$ cat src/rtl/eventually_pkg.sv
// rtl/eventually_pkg.sv - shared state encoding and width helper for the eventually responder
package eventually_pkg;

  typedef enum logic [1:0] {
    IDLE  = 2'd0,
    COUNT = 2'd1,
    ACK   = 2'd2,
    BAD   = 2'd3
  } state_t;

  // Never returns less than 1 so a counter with a single legal value still has a bit.
  function automatic int clog2(input int value);
    int r;
    r = 0;
    for (int i = 0; i < 31; i++) begin
      if ((1 << i) < value) r = i + 1;
    end
    return (r < 1) ? 1 : r;
  endfunction

endpackage

$ cat src/rtl/stall_budget.sv
// rtl/stall_budget.sv - saturating per-request stall allowance
module stall_budget
  import eventually_pkg::*;
#(
  parameter int MAX_STALL = 4
) (
  input  logic clk,
  input  logic rst,
  input  logic clear,
  input  logic b,
  input  logic en,
  output logic stall
);

  localparam int STALL_W = clog2(MAX_STALL + 1);
  localparam logic [STALL_W-1:0] LIMIT = STALL_W'(MAX_STALL);

  logic [STALL_W-1:0] stall_cnt;

  // Once the budget is spent, b is ignored and the request is forced forward.
  assign stall = b & en & (stall_cnt < LIMIT);

  always_ff @(posedge clk) begin
    if (rst || clear) begin
      stall_cnt <= '0;
    end else if (stall) begin
      stall_cnt <= stall_cnt + 1'b1;
    end
  end

endmodule

$ cat src/rtl/eventually_responder.sv
// rtl/eventually_responder.sv - 4-phase responder whose ack cannot be masked by stalls
module eventually_responder
  import eventually_pkg::*;
#(
  parameter int DELAY     = 3,
  parameter int MAX_STALL = 4
) (
  input  logic clk,
  input  logic rst,
  input  logic a,
  input  logic b,
  output logic y,
  output logic busy
);

  localparam int CNT_W = clog2(DELAY + 1);
  localparam logic [CNT_W-1:0] CNT_LAST = CNT_W'(DELAY - 1);

  state_t           state;
  state_t           state_next;
  logic [CNT_W-1:0] cnt;
  logic [CNT_W-1:0] cnt_next;
  logic             stall;
  logic             y_next;
  logic             busy_next;

  stall_budget #(
    .MAX_STALL(MAX_STALL)
  ) u_stall_budget (
    .clk  (clk),
    .rst  (rst),
    .clear(state == IDLE),
    .b    (b),
    .en   (state == COUNT),
    .stall(stall)
  );

  always_ff @(posedge clk) begin
    if (rst) begin
      state <= IDLE;
      cnt   <= '0;
      y     <= 1'b0;
      busy  <= 1'b0;
    end else begin
      state <= state_next;
      cnt   <= cnt_next;
      y     <= y_next;
      busy  <= busy_next;
    end
  end

  // a is deliberately ignored in COUNT so an early drop still completes the handshake.
  always_comb begin
    state_next = state;
    cnt_next   = cnt;
    case (state)
      IDLE: begin
        if (a) begin
          state_next = COUNT;
          cnt_next   = '0;
        end
      end
      COUNT: begin
        if (!stall) begin
          if (cnt == CNT_LAST) begin
            state_next = ACK;
            cnt_next   = '0;
          end else begin
            cnt_next = cnt + 1'b1;
          end
        end
      end
      ACK: begin
        if (!a) state_next = IDLE;
      end
      default: begin
        state_next = IDLE;
        cnt_next   = '0;
      end
    endcase
  end

  always_comb begin
    y_next    = (state_next == ACK);
    busy_next = (state_next == COUNT) || (state_next == ACK);
  end

endmodule

$ cat config.mk
export PLATFORM = sky130hd
export DESIGN_NAME = eventually_responder
export DESIGN_NICKNAME = d
export VERILOG_FILES = /design/src/rtl/eventually_pkg.sv /design/src/rtl/stall_budget.sv /design/src/rtl/eventually_responder.sv
export SDC_FILE = /design/constraint.sdc
export NUM_CORES = 1
export LEC_CHECK = 0
export ABC_AREA = 1
export BUFFER_PORTS_ARGS = -buffer_cell sky130_fd_sc_hd__buf_2
export CORE_AREA = 3 3 40 42
export DETAILED_ROUTE_END_ITERATION = 16
export DIE_AREA = 0 0 43 45
export RECOVER_POWER = 100
export SLEW_MARGIN = 20
export SYNTH_ARGS = -nofsm -noshare
export SYNTH_HDL_FRONTEND = slang
export SYNTH_SLANG_ARGS = --single-unit
$ cat constraint.sdc
create_clock -name clk -period 1.3 [get_ports clk]
set_input_delay 0 -clock clk [delete_from_list [all_inputs] [get_ports clk]]
set_output_delay 0 -clock clk [all_outputs]
set_load 0.05 [all_outputs]
==> out/qor.txt, run 1 <==
post-synthesis mux area share -> 0
area leader, netlist -> dfxtp_1
drt total wl -> 670 µm
pin count of the biggest net entering global routing -> 8
Die H -> 45 µm
post-CTS setup buffers -> 0
Clock transition at path regs -> 60 ps
leakage power -> 0.000222 µW
worst-path fanout max -> 7
initial core utilization -> 0.323
Netlist cell types -> 16
prevailing post-synth register cell -> dfxtp_1
number of synthesized flops with an enable pin -> 0
Tmin final -> 1040 ps
Worst-Skew Late Latency -> 260 ps
initial antenna violation count -> 0
Post-DRT Antenna Nets -> 0
RSZ-0062 raised after global routing -> false
Yosys top cell area share -> 0.434
Mapped Cells -> 56
Synth Cell Area -> 415 µm²
main combinational cell family by area after synthesis -> simple AND/OR/NAND/NOR gates
Worst Slack Setup Final -> 258 ps
Worst Tran Pin Value -> 591 ps
syn_area_per_cell -> 7.42 µm²
grt ovf -> 0
final instance area -> 493 µm²
Seq cells post-synth -> 9
share of cells above drive strength 1 -> 0.197
number of max-cap violations -> 0
Ys Warns -> 0
antenna cell count -> 0
via-per-instance ratio -> 4.23
CP required -> 1460 ps
count leader, synth -> nand2_1
Cell Count, Final, Fillers Out -> 81
WL/cell -> 8.27 µm
relative slew slack -> 0.608
Synth Area in Simple Gates -> 0.325
Post-CTS Resized -> 0
drt drc -> 0
CTS sink count -> 9
Iteration-0 DRC Markers -> 8
fmax -> 959 MHz
gpl congestion -> 0.784
clock tree buffer depth -> 2
vias in the first global route -> 279
status -> finished, final reports clean
fraction of registers with async set/reset -> 0
I/O Pins -> 6
synth cell count leaders -> 11 x nand2_1, 9 x dfxtp_1, 9 x nor2_1
Pre-antenna DRT Iters -> 4
Tcrit/Tclk final -> 0.802
compound-gate portion of the synthesized area -> 0.145
Crit path arrival time -> 1200 ps
H-Tree Depth -> 1
HP Class -> in -> reg
maximum vdd drop -> 0.528 mV
Die Area -> 1940 µm²
# setup viols final -> 0
CTS tree -> built
Inst Count DP -> 76
Synth area leaders -> dfxtp_1 43%, nand2_1 9.9%, nor2_1 8.1%, a21oi_1 7.2%, nand3_1 6.0%
core box area -> 1280 µm²
Setup CP Type -> reg -> reg
final hold vios -> 0
dpl ws -> 312 ps
Sum Neg Setup Slack -> 0 ps
Synth Area in XOR/XNOR -> 0
fin nets -> 72
Layout Skew -> 3.73 ps
overall via count from detail_route -> 343
placed instance area -> 459 µm²
Startpoint Class -> flip-flop
Total GRT Usage -> 0.0810
I/O Buffers -> 5
Die Span X -> 43 µm
Hold Slack -> 23.5 ps
hold_buf cts -> 1
Inserted Clock Buffers -> 3
critical path capture point type -> flip-flop
root buf cell -> clkbuf_4
Final HPWL DP -> 510 µm
row count -> 13
Slew Limit Fails -> 0
sequential share of the synthesized area -> 0.434
Synth Area in Adders -> 0.0301
Area Overhead vs Synth -> 18.7%
power density cells -> 1250 nW/µm²
wire length of the first global-routing pass -> 1080 µm
synthesized net count -> 61
[state kept, by name, summed over array words and instances (netlist names)]
| register | flops |
|---|---|
| state | 2 |
| busy | 1 |
| y | 1 |
| u_stall_budget.stall_cnt | 3 |
| cnt | 2 |
[critical path: stages (launching register included)]
cell and delay [ps]:
dfxtp_1 330, inv_1 130, nor2_4 180, nand2_4 100
clkinv_2 80, nand2_1 50, nand2_1 50, nor2_1 30
[through the flow]
stage           util  total power (µW)
2_1_floorplan      -               390
3_3_place_gp   0.357               412
3_5_place_dp   0.357               412
4_1_cts        0.386               634
5_1_grt        0.384               660
6_report       0.384               618
[kinds of logic (layout without fill, tap and decap cells)]
family | after synthesis | after routing
AOI/OAI and AO/OA | 10 | 10
adders and majority gates | 1 | 1
buffers and inverters | 7 | 17
DFF | 9 | 9
and+or+nand+nor | 29 | 29
[power by group]
part,internal [µW],switching (µW)
clock,118,93.8
combinational,36.3,68.8
sequential,292,9.06
[final timing paths]
check / startpoint / to / slack [ps] / cells past startpoint
worst max-delay path: state[0] / u_stall_budget.stall_cnt[0] / 260 / 7
worst min-delay path: a / busy / 20 / 3
worst max register to register: state[0] / u_stall_budget.stall_cnt[0] / 260 / 7
worst min register to register: u_stall_budget.stall_cnt[2] / u_stall_budget.stall_cnt[2] / 460 / 2
[metal layers]
layer  track usage  share of wire
met1        0.0825           0.49
met2         0.117           0.42
met3        0.0598          0.073
met4        0.0542          0.019
met5             0              0
[layout make-up]
| class | count | area [µm²] |
|---|---|---|
| clock buffers | 4 | 26.3 |
| fillers | 133 | 792 |
| inverters | 7 | 27.5 |
| multi-input cells | 40 | 208 |
| flip-flops and latches | 9 | 180 |
| well taps | 15 | 18.8 |
| repair buffers | 6 | 32.5 |
[layout by cell type (no fill, tap or decap), types with 2 or more instances in the layout]
cell type,instances
nand2_1,11
nor2_1,9
dfxtp_1,9
inv_1,6
a21oi_1,6
nand3_1,5
clkbuf_4,3
clkbuf_1,3
buf_2,3
nand2_2,2
(Power assumes the default switching activity.)
==> run 2: changes to the inputs <==
==> constraint.sdc (replaced) <==
create_clock -name clk -period 0.9 [get_ports clk]
set_input_delay 0 -clock clk [delete_from_list [all_inputs] [get_ports clk]]
set_output_delay 0 -clock clk [all_outputs]
set_load 0.05 [all_outputs]
==> out/qor.txt, run 2 (synthesized netlist as in run 1, its figures left out) <==
dpl ws -> -93.9 ps (-406 ps)
Top delay family on crit path -> flip-flops
final hold vios -> 0 (unchanged)
failing checks -> setup timing
Sum Neg Setup Slack -> -292 ps (-292 ps)
Inserted Clock Buffers -> 3 (unchanged)
Worst R2R End -> cnt[1]
Tcrit/Tclk final -> 1.07 (+0.266)
crit-path cells -> inv_2, nand2_1, nand2_2, a21oi_1, nor2_1
Clock transition at path regs -> 60 ps (about the same)
drt total wl -> 773 µm (+15%)
Final Power -> 933 µW (+51%)
root buf cell -> clkbuf_4
I/O Pins -> 6 (unchanged)
Startpoint Class -> flip-flop
HP Class -> in -> reg
pin count of the biggest net entering global routing -> 8 (unchanged)
Final HPWL DP -> 551 µm (+8.1%)
worst-path fanout max -> 5 (-2)
WP depth -> 5 (-2)
leakage power -> 0.000236 µW (+6.0%)
number of max-cap violations -> 0 (unchanged)
reg-to-reg slack, setup -> -60 ps (-320 ps)
Cell Count, Final, Fillers Out -> 82 (+1.2%)
fin nets -> 73 (+1.4%)
most common cell after layout, fill and taps aside -> nand2_1
Total GRT Usage -> 0.0911 (+0.0101)
Inst Count DP -> 77 (+1.3%)
CP startpoint -> state[1]
maximum vdd drop -> 0.511 mV (-3.2%)
# setup viols final -> 7 (+7)
Die H -> 45 µm (unchanged)
Worst Tran Pin Value -> 277 ps (-314 ps)
WL/cell -> 9.43 µm (+14%)
Pre-antenna DRT Iters -> 2 (-2)
R2R depth -> 5 (-2)
Post-DRT Antenna Nets -> 0 (unchanged)
Worst-Skew Late Latency -> 260 ps (about the same)
Crit path arrival time -> 1120 ps (-80 ps)
Tmin final -> 961 ps (-81.1 ps)
Hold Slack -> 20.6 ps (-2.83 ps)
Die Span X -> 43 µm (unchanged)
power density cells -> 1780 nW/µm² (+42%)
via-per-instance ratio -> 4.45 (+5.1%)
clock tree buffer depth -> 2 (unchanged)
wire length of the first global-routing pass -> 1210 µm (+12%)
CTS sink count -> 9 (unchanged)
core box area -> 1280 µm² (unchanged)
RSZ-0062 raised after global routing -> true
max FFs per register -> 3 (unchanged)
Setup CP Type -> reg -> reg
relative slew slack -> 0.816 (+0.209)
Slew Limit Fails -> 0 (unchanged)
post-CTS setup buffers -> 0 (unchanged)
initial core utilization -> 0.323 (unchanged)
Die Area -> 1940 µm² (unchanged)
Top Registers -> u_stall_budget.stall_cnt (3), cnt (2), state (2)
CTS tree -> built
Layout Skew -> 0.508 ps (-3.22 ps)
H-Tree Depth -> 1 (unchanged)
CP required -> 1060 ps (-400 ps)
slowest CP cell -> dfxtp_1
crit path to -> cnt[1]
fmax -> 1040 MHz (+8.4%)
Iteration-0 DRC Markers -> 1 (-7)
initial antenna violation count -> 0 (unchanged)
most frequent cells in the layout -> 10 x nand2_1, 8 x nor2_1, 8 x dfxtp_1
critical path capture point type -> flip-flop
Worst Path Buf+Inv -> 1 (-1)
drt drc -> 0 (unchanged)
overall via count from detail_route -> 365 (+6.4%)
gpl congestion -> 0.664 (-15%)
share of cells above drive strength 1 -> 0.328 (+0.131)
register name with the most flops -> u_stall_budget.stall_cnt
antenna cell count -> 0 (unchanged)
r2r startpoint -> state[1]
I/O Buffers -> 5 (unchanged)
Area Overhead vs Synth -> 26.2%
grt ovf -> 0 (unchanged)
status -> finished, violations left
Worst Slack Setup Final -> -61.3 ps (-319 ps)
vias in the first global route -> 288 (+3.2%)
row count -> 13 (unchanged)
Max stage delay on crit path -> 400 ps (+70 ps)
## run 2: cell types whose count changed in the layout (fill, tap and decap cells not counted), sizes merged
cell / before / now
buf: 3 / 4
## run 2: final cells by class
| type | instances | area, µm² |
|---|---|---|
| Clock buffer | 4 | 26.3 |
| Fill cell | 143 | 761 |
| Inverter | 7 | 31.3 |
| Multi-Input combinational cell | 40 | 224 |
| Sequential cell | 9 | 181 |
| Tap cell | 15 | 18.8 |
| Timing Repair Buffer | 7 | 42.5 |
## run 2: how the worst min path moves through the flow
stage | from | cells after the start | to
final | a | 3 | busy
after global routing | a | 3 | state[0]
after CTS | a | 3 | busy
after detailed placement | rst | 2 | busy
after global placement | rst | 2 | y
after floorplan | rst | 1 | busy
## run 2: where the power goes
| group | switching (µW) | total (µW) | internal [µW] |
|---|---|---|---|
| Combinational | 110 | 174 | 64.3 |
| Clock | 151 | 322 | 172 |
| Sequential | 14.8 | 437 | 422 |
## run 2: worst register-to-register path: cells and delay by family, from the launching register on
family | cells | cell delay [ps]
DFF | 1 | 400
buffers and inverters | 1 | 100
AOI/OAI and AO/OA | 1 | 150
and+or+nand+nor | 3 | 210
## run 2: layer usage
metal	vias up	wire length [µm]	global-route usage	share of wire
li1	199	-	-	-
met1	158	382	0.109	0.49
met2	4	343	0.120	0.44
met3	4	23	0.0239	0.030
met4	0	22	0.108	0.028
met5	-	0	0	0
## run 2: through the flow
step | area, µm² | util
floorplan | 415 | -
global placement | 467 | 0.363
detailed placement | 467 | 0.363
CTS | 508 | 0.395
global route | 524 | 0.408
finish | 524 | 0.408
## run 2: what timing repair did
action | in CTS | in global routing
hold buffers | 1 | 0
gates cloned | 0 | 0
endpoints found under the setup margin | 8 | 8
pin swaps | 1 | 3
resized for setup | 2 | 4
endpoints found under the hold margin | 4 | 0
==> run 3: changes to the inputs <==
--- a/config.mk
+++ b/config.mk
@@ -6,10 +6,10 @@
 export NUM_CORES = 1
 export LEC_CHECK = 0
 export ABC_AREA = 1
-export BUFFER_PORTS_ARGS = -buffer_cell sky130_fd_sc_hd__buf_2
 export CORE_AREA = 3 3 40 42
 export DETAILED_ROUTE_END_ITERATION = 16
 export DIE_AREA = 0 0 43 45
+export DONT_BUFFER_PORTS = 1
 export RECOVER_POWER = 100
 export SLEW_MARGIN = 20
 export SYNTH_ARGS = -nofsm -noshare
==> out/qor.txt, run 3 (synthesized netlist as in run 1, its figures left out) <==
fmax -> 1080 MHz (+4.0%)
Sum Neg Setup Slack -> -104 ps (+188 ps)
Pre-antenna DRT Iters -> 2 (unchanged)
Hold Slack -> 59.0 ps (+38.4 ps)
placed instance area -> 472 µm² (+1.1%)
core box area -> 1280 µm² (unchanged)
final instance area -> 539 µm² (+2.9%)
worst hold start -> a
failing checks -> setup timing
gpl congestion -> 0.741 (+12%)
wire length of the first global-routing pass -> 1300 µm (+8.0%)
Top Registers -> u_stall_budget.stall_cnt (3), cnt (2), state (2)
most frequent cells in the layout -> 10 x nand2_1, 8 x nor2_1, 6 x dfxtp_1
maximum vdd drop -> 0.616 mV (+21%)
overall via count from detail_route -> 366 (+0.27%)
multi-input logic area -> 216 µm² (-3.4%)
crit-path cells -> inv_2, nor2_4, nand2_4, nand3_1, a21oi_1
RSZ-0062 raised after global routing -> true
Power Internal -> 665 µW (+1.1%)
Top delay family on crit path -> simple AND/OR/NAND/NOR gates
H-Tree Depth -> 1 (unchanged)
initial antenna violation count -> 0 (unchanged)
CTS tree -> built
Cell Count, Final, Fillers Out -> 83 (+1.2%)
row count -> 13 (unchanged)
grt ovf -> 0 (unchanged)
worst-path fanout max -> 7 (+2)
NetSw -> 265 µW (-3.8%)
final hold vios -> 0 (unchanged)
Iteration-0 DRC Markers -> 1 (unchanged)
Gate power share -> 0.189 (+0.003)
Worst Path Buf+Inv -> 1 (unchanged)
Crit path arrival time -> 1060 ps (-60 ps)
Inserted Clock Buffers -> 3 (unchanged)
Final HPWL DP -> 528 µm (-4.2%)
Total GRT Usage -> 0.0942 (+0.00318)
register name with the most flops -> u_stall_budget.stall_cnt
I/O Buffers -> 0 (-5)
hold path endpoint -> cnt[1]
Layout Skew -> 2.74 ps (+2.23 ps)
via-per-instance ratio -> 4.41 (-0.93%)
fin nets -> 74 (+1.4%)
Die Area -> 1940 µm² (unchanged)
switch share -> 0.285 (-0.0103)
power density cells -> 1720 nW/µm² (-3.1%)
Tmin final -> 925 ps (-36.6 ps)
FILL cells -> 136 (-4.9%)
I/O Pins -> 6 (unchanged)
Worst R2R End -> state[1]
Register Area -> 184 µm² (+1.4%)
root buf cell -> clkbuf_4
Startpoint Class -> flip-flop
drt drc -> 0 (unchanged)
Setup CP Type -> reg -> reg
register share of total power -> 0.471 (+0.003)
leakage power -> 0.000241 µW (+2.1%)
Max stage delay on crit path -> 330 ps (-70 ps)
utilization after layout -> 0.420 (+0.0117)
Clock transition at path regs -> 60 ps (about the same)
vias in the first global route -> 334 (+16%)
relative slew slack -> 0.816 (about the same)
Inst Count DP -> 76 (-1.3%)
R2R depth -> 5 (unchanged)
initial core utilization -> 0.323 (unchanged)
Clk network pwr share -> 0.340 (-0.006)
WL/cell -> 9.46 µm (+0.33%)
CTS sink count -> 9 (unchanged)
share of cells above drive strength 1 -> 0.338 (+0.00988)
Worst Tran Pin Value -> 277 ps (+0.401 ps)
cell count of the worst hold path -> 4 (+1)
HP Class -> in -> reg
status -> finished, violations left
Worst Slack Setup Final -> -24.7 ps (+36.6 ps)
reg-to-reg slack, setup -> -20 ps (+40 ps)
number of max-cap violations -> 0 (unchanged)
most common cell after layout, fill and taps aside -> nand2_1
r2r startpoint -> state[0]
Die H -> 45 µm (unchanged)
Area Overhead vs Synth -> 29.8%
max FFs per register -> 3 (unchanged)
Post-DRT Antenna Nets -> 0 (unchanged)
CP required -> 1040 ps (-20 ps)
clock tree buffer depth -> 2 (unchanged)
antenna cell count -> 0 (unchanged)
critical path capture point type -> flip-flop
drt total wl -> 785 µm (+1.6%)
Worst-Skew Late Latency -> 260 ps (about the same)
slowest CP cell -> dfxtp_2
pin count of the biggest net entering global routing -> 8 (unchanged)
Die Span X -> 43 µm (unchanged)
Slew Limit Fails -> 0 (unchanged)
Tcrit/Tclk final -> 1.03 (-0.0406)
# setup viols final -> 6 (-1)
[run 3: cell types whose count changed in the layout (fill, tap and decap cells not counted)]
cell	before	now
o21ai_1	0	1
buf_4	1	3
buf_2	3	0
dlygate4sd3_1	1	3
a21oi_4	1	0
a21oi_2	0	2
a21oi_1	6	5
dfxtp_2	1	3
dfxtp_1	8	6
o21ai_2	1	0
[run 3: what timing repair did]
action                                  CTS  global route
hold endpoints to repair                  9             7
resized for setup                         6             1
buffers inserted                          0             0
pin swaps                                 1             1
endpoints found under the setup margin    7             8
hold buffers                              2             1
[run 3: worst min-delay path: stages]
cell	delay [ps]
nand2_1	40
nand2_2	90
a21oi_2	60
nor2_1	90
[run 3: power by group through the flow]
stage	clock network (µW)	registers [µW]	logic, µW
after CTS	322	437	175
after detailed placement	0	445	158
after global routing	338	441	199
after floorplan	0	462	101
final	316	438	176
after global placement	0	444	157
[run 3: how the worst max path moves through the flow]
stage | from | end | slack, ps | cells after the start
global route | state[0] | state[1] | -100 | 5
global placement | u_stall_budget.stall_cnt[2] | u_stall_budget.stall_cnt[0] | -40 | 6
finish | state[0] | state[1] | -20 | 5
floorplan | state[0] | u_stall_budget.stall_cnt[0] | -7 | 7
CTS | state[0] | u_stall_budget.stall_cnt[0] | -40 | 7
detailed placement | u_stall_budget.stall_cnt[2] | u_stall_budget.stall_cnt[0] | -70 | 6
[run 3: per-stage QoR]
stage / setup slack [ps] / power [µW]
finish: -24.7 / 930
global route: -104 / 977
CTS: -42.7 / 935
detailed placement: -65.9 / 602
global placement: -38.9 / 601
floorplan: -7.43 / 563
[run 3: area by class of cell]
| cell class | instances | share of cell area |
|---|---|---|
| Clock buffer | 4 | 0.0487 |
| Inverter | 7 | 0.0580 |
| Multi-Input combinational cell | 40 | 0.401 |
| Sequential cell | 9 | 0.341 |
| Tap cell | 15 | 0.0348 |
| Timing Repair Buffer | 8 | 0.116 |
[run 3: routing by layer]
layer | wire length [µm] | global-route usage | part of all wire
met2 | 356 | 0.147 | 0.45
met3 | 32 | 0.0478 | 0.041
met1 | 377 | 0.104 | 0.48
met4 | 17 | 0.0542 | 0.022
met5 | 0 | 0 | 0
